File: src/rtl/seg7_pkg.sv
// Shared types and constants for the multiplexed seven-segment scan controller.
// Segment vectors are {g,f,e,d,c,b,a}, active-low.
package seg7_pkg;

    localparam logic [6:0] SEG_BLANK = 7'h7F;

    // Index 0 is the rightmost 7-bit field.
    localparam logic [15:0][6:0] SEG_HEX_TABLE = {
        7'h0E, 7'h06, 7'h21, 7'h46, 7'h03, 7'h08, 7'h10, 7'h00,
        7'h78, 7'h02, 7'h12, 7'h19, 7'h30, 7'h24, 7'h79, 7'h40
    };

    typedef struct packed {
        logic [3:0] nibble;
        logic [6:0] raw;
        logic       raw_en;
        logic       dp;
        logic       blank;
    } digit_shadow_t;

    localparam digit_shadow_t SHADOW_RST = '{
        nibble: 4'h0, raw: 7'h00, raw_en: 1'b0, dp: 1'b0, blank: 1'b1
    };

    function automatic logic [6:0] seg7_hex(input logic [3:0] nib);
        return SEG_HEX_TABLE[nib];
    endfunction

endpackage

File: src/rtl/seg7_lzs_mask.sv
// Leading-zero suppression mask: marks hex-mode zero digits above the most
// significant digit that is non-zero or in raw mode. Digit 0 is never suppressed.
module seg7_lzs_mask #(
    parameter int NUM_DIGITS = 4
) (
    input  logic [4*NUM_DIGITS-1:0] nibbles_i,
    input  logic [NUM_DIGITS-1:0]   raw_en_i,
    input  logic                    lzs_en_i,
    output logic [NUM_DIGITS-1:0]   suppress_o
);

    always_comb begin
        logic leading;
        leading    = lzs_en_i;
        suppress_o = '0;
        for (int i = NUM_DIGITS - 1; i >= 1; i--) begin
            if (leading && !raw_en_i[i] && (nibbles_i[4*i +: 4] == 4'h0)) begin
                suppress_o[i] = 1'b1;
            end else begin
                leading = 1'b0;
            end
        end
    end

endmodule

File: src/rtl/seg7_scan_ctrl.sv
// Multiplexed common-anode seven-segment scanner with PWM brightness, dead time
// between digits and frame-synchronous shadow updates.
module seg7_scan_ctrl
    import seg7_pkg::*;
#(
    parameter int NUM_DIGITS = 4,
    parameter int CLK_HZ     = 100_000_000,
    parameter int REFRESH_HZ = 1000,
    parameter int BRIGHT_W   = 4,
    parameter int DEAD_CYC   = 16
) (
    input  logic                    clk,
    input  logic                    rst,
    input  logic                    load,
    input  logic [4*NUM_DIGITS-1:0] value,
    input  logic [7*NUM_DIGITS-1:0] raw_seg,
    input  logic [NUM_DIGITS-1:0]   raw_en,
    input  logic [NUM_DIGITS-1:0]   dp_in,
    input  logic [NUM_DIGITS-1:0]   blank,
    input  logic                    lzs_en,
    input  logic [BRIGHT_W-1:0]     brightness,
    output logic [NUM_DIGITS-1:0]   an,
    output logic [6:0]              seg,
    output logic                    dp,
    output logic                    frame_tick
);

    localparam int          DIGIT_CYC   = CLK_HZ / (REFRESH_HZ * NUM_DIGITS);
    localparam int          SLOT_W      = $clog2(DIGIT_CYC);
    localparam int          IDX_W       = $clog2(NUM_DIGITS);
    localparam logic [31:0] DIGIT_CYC_W = 32'(DIGIT_CYC);
    localparam logic [31:0] DEAD_LIM    = 32'(DEAD_CYC);

    if (DIGIT_CYC <= DEAD_CYC || DIGIT_CYC < 2) begin : g_bad_timing
        $error("seg7_scan_ctrl: digit slot must exceed the dead time and be at least 2 cycles");
    end
    if (NUM_DIGITS < 2 || NUM_DIGITS > 8) begin : g_bad_digits
        $error("seg7_scan_ctrl: NUM_DIGITS must be in 2..8");
    end

    logic [SLOT_W-1:0] slot_cnt_q, slot_cnt_d;
    logic [IDX_W-1:0]  digit_idx_q, digit_idx_d;

    digit_shadow_t [NUM_DIGITS-1:0] act_q, act_d, pend_q, pend_d, load_shadow;
    logic act_lzs_q, act_lzs_d, pend_lzs_q, pend_lzs_d, pend_flag_q, pend_flag_d;

    logic [NUM_DIGITS-1:0] an_q, an_d;
    logic [6:0]            seg_q, seg_d;
    logic                  dp_q, dp_d, frame_tick_q, frame_tick_d;

    logic                    slot_wrap, frame_wrap;
    logic [4*NUM_DIGITS-1:0] act_nibbles;
    logic [NUM_DIGITS-1:0]   act_raw_en, suppress;
    logic [31:0]             on_end, slot_ext;
    digit_shadow_t           cur;

    always_comb begin
        act_nibbles = '0;
        act_raw_en  = '0;
        load_shadow = '0;
        for (int i = 0; i < NUM_DIGITS; i++) begin
            act_nibbles[4*i +: 4] = act_q[i].nibble;
            act_raw_en[i]         = act_q[i].raw_en;
            load_shadow[i]        = '{nibble: value[4*i +: 4], raw: raw_seg[7*i +: 7],
                                      raw_en: raw_en[i], dp: dp_in[i], blank: blank[i]};
        end
    end

    seg7_lzs_mask #(.NUM_DIGITS(NUM_DIGITS)) u_lzs (
        .nibbles_i  (act_nibbles),
        .raw_en_i   (act_raw_en),
        .lzs_en_i   (act_lzs_q),
        .suppress_o (suppress)
    );

    always_comb begin
        slot_wrap  = (slot_cnt_q == SLOT_W'(DIGIT_CYC - 1));
        frame_wrap = slot_wrap && (digit_idx_q == IDX_W'(NUM_DIGITS - 1));

        slot_cnt_d  = slot_wrap ? '0 : slot_cnt_q + 1'b1;
        digit_idx_d = digit_idx_q;
        if (slot_wrap) begin
            digit_idx_d = frame_wrap ? '0 : digit_idx_q + 1'b1;
        end

        // Boundary swap is applied before the load so a load in the boundary
        // cycle becomes the next pending frame rather than being dropped.
        act_d       = act_q;
        act_lzs_d   = act_lzs_q;
        pend_d      = pend_q;
        pend_lzs_d  = pend_lzs_q;
        pend_flag_d = pend_flag_q;
        if (frame_wrap && pend_flag_q) begin
            act_d       = pend_q;
            act_lzs_d   = pend_lzs_q;
            pend_flag_d = 1'b0;
        end
        if (load) begin
            pend_d      = load_shadow;
            pend_lzs_d  = lzs_en;
            pend_flag_d = 1'b1;
        end

        on_end   = ((32'(brightness) + 32'd1) * DIGIT_CYC_W) >> BRIGHT_W;
        slot_ext = 32'(slot_cnt_q);
        an_d     = '1;
        if (slot_ext >= DEAD_LIM && slot_ext < on_end) begin
            an_d = ~(NUM_DIGITS'(1) << digit_idx_q);
        end

        cur = act_q[digit_idx_q];
        if (cur.blank) begin
            seg_d = SEG_BLANK;
            dp_d  = 1'b1;
        end else begin
            dp_d = ~cur.dp;
            if (suppress[digit_idx_q]) begin
                seg_d = SEG_BLANK;
            end else if (cur.raw_en) begin
                seg_d = cur.raw;
            end else begin
                seg_d = seg7_hex(cur.nibble);
            end
        end

        frame_tick_d = frame_wrap;
    end

    always_ff @(posedge clk or posedge rst) begin
        if (rst) begin
            slot_cnt_q   <= '0;
            digit_idx_q  <= '0;
            act_q        <= {NUM_DIGITS{SHADOW_RST}};
            pend_q       <= {NUM_DIGITS{SHADOW_RST}};
            act_lzs_q    <= 1'b0;
            pend_lzs_q   <= 1'b0;
            pend_flag_q  <= 1'b0;
            an_q         <= '1;
            seg_q        <= SEG_BLANK;
            dp_q         <= 1'b1;
            frame_tick_q <= 1'b0;
        end else begin
            slot_cnt_q   <= slot_cnt_d;
            digit_idx_q  <= digit_idx_d;
            act_q        <= act_d;
            pend_q       <= pend_d;
            act_lzs_q    <= act_lzs_d;
            pend_lzs_q   <= pend_lzs_d;
            pend_flag_q  <= pend_flag_d;
            an_q         <= an_d;
            seg_q        <= seg_d;
            dp_q         <= dp_d;
            frame_tick_q <= frame_tick_d;
        end
    end

    assign an         = an_q;
    assign seg        = seg_q;
    assign dp         = dp_q;
    assign frame_tick = frame_tick_q;

endmodule

File: config.mk
export PLATFORM = sky130hd
export DESIGN_NAME = seg7_scan_ctrl
export DESIGN_NICKNAME = d
export VERILOG_FILES = /design/src/rtl/seg7_pkg.sv /design/src/rtl/seg7_lzs_mask.sv /design/src/rtl/seg7_scan_ctrl.sv
export SDC_FILE = /design/constraint.sdc
export NUM_CORES = 1
export LEC_CHECK = 0
export BUFFER_PORTS_ARGS = -buffer_cell sky130_fd_sc_hd__buf_2
export CAP_MARGIN = 20
export CORE_MARGIN = 2
export CORE_UTILIZATION = 30
export DETAILED_ROUTE_END_ITERATION = 10
export HOLD_SLACK_MARGIN = 0.02
export SYNTH_ARGS = -nofsm -noshare
export SYNTH_HDL_FRONTEND = slang
export SYNTH_SLANG_ARGS = --single-unit
File: constraint.sdc
create_clock -name clk -period 5 [get_ports clk]
set_input_delay 0.25 -clock clk [delete_from_list [all_inputs] [get_ports clk]]
set_output_delay 0.25 -clock clk [all_outputs]
set_load 0.01 [all_outputs]
Yosys cells after proc, flatten, opt, wreduce, memory -nomap -nowiden:

Memories as Yosys holds them, arrays and structs flattened.
Cells that the tools add are included.

* bits in registers: 145
* bits in latches: 0
* bits of input ports: 64
* memories: 1
* bits in writable memories: 0
* output and inout port bits: 13
* memory bits (read-only): 112
* logic and storage cells: 98

Memories
* (no name shown): words 16, width 7, read ports 1, clocked after Yosys merged registers in 0, wr ports 0, RTL line seg7_pkg.sv:26 `return SEG_HEX_TABLE[nib];`

* eq/ne operators: 2
* reduce and logical (&&, ||, !) cells: 16
* shifts and indexed selects: 1
* $add $sub $neg: 3
* muxes and demuxes: 19
* bitwise logic cells: 2
* magnitude comparators: 4
* div/mod/pow operators: 0
* $mul: 1

Operator list (number)
* $bmux 14 s2: 1
* $mux 7: 4
* $mul 5x12->17 const B: 1
* $lt 15x16->1: 1
* $add 15x1->15 const B: 1
* $eq 15x15->1 const B: 1
* $ge 15x5->1 const B: 1
* $mux 15: 1
* $mux 14: 1
* $logic_not 4->1: 3
* $logic_and 1x1->1: 9
* $mux 1: 9
* $add 4x1->5 const B: 1
* $lt 4x5->1 const B: 1
* $mux 4: 1
* $not 4->4: 1
* $shl 1x2->4 const A: 1
* $logic_not 1->1: 3
* $lt 2x3->1 const B: 1
* $add 2x1->2 const B: 1
* $bmux 1 s2: 1
* $eq 2x2->1 const B: 1
* $mux 2: 1
* $reduce_bool 2->1: 1
* $not 1->1: 1

Longest topological paths before layout:

* depth in word-level cells: 14
* depth in mapped cells: 19
* mapped depth without buffers: 19

Cells and area by module:

A second synthesis with hierarchy kept.

* cell total of the unflattened synthesis: 554
* area total of the unflattened synthesis: 7475.9 sq um

By module, submodules not included
* seg7_scan_ctrl: area each 7403.4 sq um, times used 1, sequential area each 3653.5 sq um, cells each 542
* seg7_lzs_mask: area each 72.6 sq um, times used 1, sequential area each 0.0 sq um, cells each 12

Worst setup path before layout:

No wires, ideal clock.

* kind: input -> register
* start: input brightness[0]
* end: register an_q[0], in the netlist an[0]
* stages: 18
* data arrival time: 4.170 ns
* path slack: 0.734 ns
* required time: 4.904 ns
* path buffers: 0
* setup time: 0.096 ns
* path through: ha_1 -> xor2_1 -> ha_1 -> xnor2_1 -> ha_1 -> ha_1 -> ha_1 -> a21oi_1 -> o211ai_1 -> o41ai_1 -> o221ai_1 -> a31oi_1 -> xor2_1 -> ha_1 -> nand4_1 -> a21oi_1 -> a221oi_1 -> o211ai_1

* word-level cells in the longest chain between the ends: 5

RTL lines
* from (decl): RTL line seg7_scan_ctrl.sv:21 `input logic [BRIGHT_W-1:0] brightness,`
* $add 4x1->5: RTL line seg7_scan_ctrl.sv:104 `on_end = ((32'(brightness) + 32'd1) * DIGIT_CYC_W) >> BRIGHT_W;`
* $mul 5x12->17: RTL line seg7_scan_ctrl.sv:104
* $lt 15x16->1: RTL line seg7_scan_ctrl.sv:107 `if (slot_ext >= DEAD_LIM && slot_ext < on_end) begin`
* $logic_and 1x1->1: RTL line seg7_scan_ctrl.sv:107
* $mux 4: RTL line seg7_scan_ctrl.sv:107
* via an_d[0]: RTL line seg7_scan_ctrl.sv:47 `logic [NUM_DIGITS-1:0] an_q, an_d;`
* to (signal assigned): RTL line seg7_scan_ctrl.sv:150 `an_q <= an_d;`
* to (decl): RTL line seg7_scan_ctrl.sv:47

The timed path passes the listed nets, and every way through them passes these cells.
A chain may end at the register's enable or synchronous reset.

Final worst setup path:

* start: input brightness[0]
* end: register an_q[1], in the netlist an[1]

Same word-level chain as after synthesis.

==> metrics.txt <==
Setup WS pre-CTS 0.155 ns; Layout Nets 754; number of remaining DRC errors 0; CP max FO 5; Slew Viols, Final 0; Syn Area/Cell roughly 14 µm²; CTS Buffer Depth 2; CTS buffer count 17; Worst Slack Setup Final 0.533 ns; sequential-to-total area share from yosys stat 0.492; CP dominant cell by count ha_1; placer congestion estimate 0.793; Remaining Overflow, GRT 0; clk_skew 0.0187 ns; ys async rst share 1.00; status finished, violations left; Cell Area, Synth 0.00743 mm²; row count 57; H-Tree Depth 4; Synth Warn # 0; Critical Path End Type flip-flop; Crit Path Class input pin to flip-flop; share of layout cells above drive strength 1 0.415; worst skew pair latency 0.42 ns; slowest cell on the critical path a221oi_1; Sink Count 145; Starting DRT DRC Count 232; CTS tree done; Max Cap Violations 0; post-cts gate resize count 0; Post-DP Area 0.00816 mm²; Fillers about 2400; setup tns final 0 ns; Netlist cell types 49; Mapped Cells 549; setup violators final 0; wire per inst around 16 µm; root buffer cell clkbuf_16; port buffer count 76; DP HPWL ~10000 µm; initial antenna violation count 0; Min Clock Period, post-route 4.47 ns; CTS clk-pin slew, worst paths about 0.050 ns; Routed WL 15100 µm; cell area after layout 0.00878 mm²; first-pass GRT wire length approximately 25000 µm; leakage power 0.00419 µW; largest net degree at the start of global routing 90; VDD IR max roughly 0.19 mV; vias in the first global route between 4000 and 5000; I/O pin total between 70 and 80; die height 161 µm; Initial Utilization 0.306; CP arrival 4.78 ns; CP Launch Type input pin; Hold Slack -0.0308 ns; number of hold buffers added after cts 0; crit-path max cell delay about 0.5 ns; unrepaired setup endpoints after global routing no; Die W roughly 160 µm; Via density 4.60; final core occ 0.361; Diodes inserted 0; syn_nets about 670; Hold Violations, Final 8; period utilization 0.893; Post-synth EDFFs 0; critical-path cell list buf_2 > ha_1 > and3_1 > ha_1 > xnor2_1 > ha_1 > ha_1 > ha_1 > a21oi_1 > o211ai_1 > o41ai_1 > o221ai_1 > a31oi_1 > xor2_1 > ha_1 > nand4_1 > a21oi_1 > a221oi_1 > o211ai_1; relative slew slack 0.377; required time worst endpoint 5.31 ns; via count between 4000 and 5000; fmax ~0.22 GHz; top_reg_cell synth dfrtp_1; Die ar. 0.0260 mm²; Core Box Area approximately 0.024 mm²; Power Density approximately 330 mW/mm²; GRT Util Overall 0.124; failing checks negative hold slack; Post-CTS Setup Bufs 0; worst-margin pin slew just over 0.9 ns; worst hold-check path type input pin to asynchronous set/reset pin; footprint of the multi-input gates roughly 0.0036 mm²; area grow syn2layout 18.1%; Detailed Routing Iterations Pass 1 4; Seq cells post-synth 145; Antenna Violating Nets Remaining 0; Register Area 0.00365 mm²
-- cell usage after synthesis (11+ instances only) --
cell type / instances / area [µm²]
ha_1: 58 / 726
dfrtp_1: 125 / 3130
nand3_1: 16 / 80.1
nand2_1: 23 / 86.3
mux2_4: 30 / 450
mux4_2: 15 / 338
mux2_2: 86 / 968
xnor2_1: 13 / 114
dfstp_2: 20 / 526
a21oi_1: 11 / 55.1
inv_1: 22 / 82.6
nor2_1: 21 / 78.8
xor2_1: 17 / 149
-- area by class of cell --
type	count	area share
Sequential cell	145	0.416
Tap cell	324	0.0462
Clock inverter	11	0.0202
Inverter	23	0.0104
Multi-Input combinational cell	362	0.408
Timing Repair Buffer	82	0.0485
Clock buffer	21	0.0502
-- final timing paths --
path | slack, ns | depth (start not counted) | from | end
setup / recovery | 0.53 | 19 | brightness[0] | an[1]$_DFF_PP1_
setup reg to reg | 2.12 | 8 | slot_cnt_q[10]$_DFF_PP0_ | act_q[21]$_DFFE_PP0P_
max in group asynchronous | 3.73 | 3 | rst | pend_q[22]$_DFFE_PP0P_
min in group clk | 0.06 | 2 | raw_seg[27] | pend_q[51]$_DFFE_PP0P_
hold / removal | -0.03 | 2 | rst | frame_tick$_DFF_PP0_
hold reg to reg | 0.50 | 1 | pend_flag_q$_DFFE_PP0P_ | pend_flag_q$_DFFE_PP0P_
-- critical path, delay by kind of cell --
kind	cells	cell delay, ns
buf+inv	1	0.14
fa+ha+maj	6	1.64
xor+xnor	2	0.40
simple gates	2	0.33
compound gates	8	2.01
-- where the power goes --
group          internal, µW  switching (µW)
clock network           843             503
logic                   161             177
registers              1220            25.3
-- routing by layer --
layer | part of all wire | vias to the layer above | global-route usage
li1 | - | 2144 | -
met3 | 0.027 | 13 | 0.0229
met4 | 0.014 | 0 | 0.0442
met2 | 0.45 | 74 | 0.187
met5 | 0 | - | 0
met1 | 0.51 | 2219 | 0.177
-- metrics by stage --
| step | hold WS (ns) | total power [µW] | instances |
|---|---|---|---|
| 2_1_floorplan | 0.402 | 1510 | 549 |
| 3_3_place_gp | 0.462 | 1610 | 936 |
| 3_5_place_dp | 0.474 | 1610 | 936 |
| 4_1_cts | 0.0225 | 2980 | 968 |
| 5_1_grt | 0.0379 | 3090 | 968 |
| 6_report | -0.0308 | 2930 | 968 |
-- registers in the layout, indices dropped and copies added, names as in the netlist --
name,cells
seg,7
pend_lzs_q,1
slot_cnt_q,15
dp,1
digit_idx_q,2
act_lzs_q,1
act_nibbles,16
frame_tick,1
pend_q,56
an,4
act_q,40
pend_flag_q,1
-- logic make-up (layout without fill, tap and decap cells) --
family / count (synthesis) / count (layout) / synth area share
DFF: 145 / 145 / 0.492
muxes: 136 / 136 / 0.243
and+or+nand+nor: 88 / 88 / 0.0594
adders and majority gates: 59 / 59 / 0.100
AOI/OAI and AO/OA: 49 / 49 / 0.0439
buffers and inverters: 42 / 137 / 0.0261
xor gates and xnor gates: 30 / 30 / 0.0354
-- cells in the final DEF, fill, tap and decap left out, types with 3 or more instances in the layout --
cell | synthesis | layout
a21o_1 | 7 | 7
a21oi_1 | 11 | 11
buf_2 | 5 | 76
buf_4 | 0 | 6
bufinv_16 | 0 | 4
clkbuf_1 | 3 | 4
clkbuf_16 | 0 | 17
dfrtp_1 | 125 | 125
dfstp_2 | 20 | 20
ha_1 | 58 | 58
inv_1 | 22 | 21
inv_6 | 0 | 4
mux2_2 | 86 | 86
mux2_4 | 30 | 30
mux2i_1 | 5 | 5
mux4_2 | 15 | 15
nand2_1 | 23 | 23
nand2b_1 | 4 | 4
nand3_1 | 16 | 16
nor2_1 | 21 | 21
nor2b_1 | 3 | 3
nor3_1 | 4 | 4
nor4_1 | 4 | 4
o211ai_1 | 9 | 9
o21ai_0 | 7 | 7
o22ai_1 | 3 | 3
xnor2_1 | 13 | 13
xor2_1 | 17 | 17
Power figures use the tool's default switching activity.
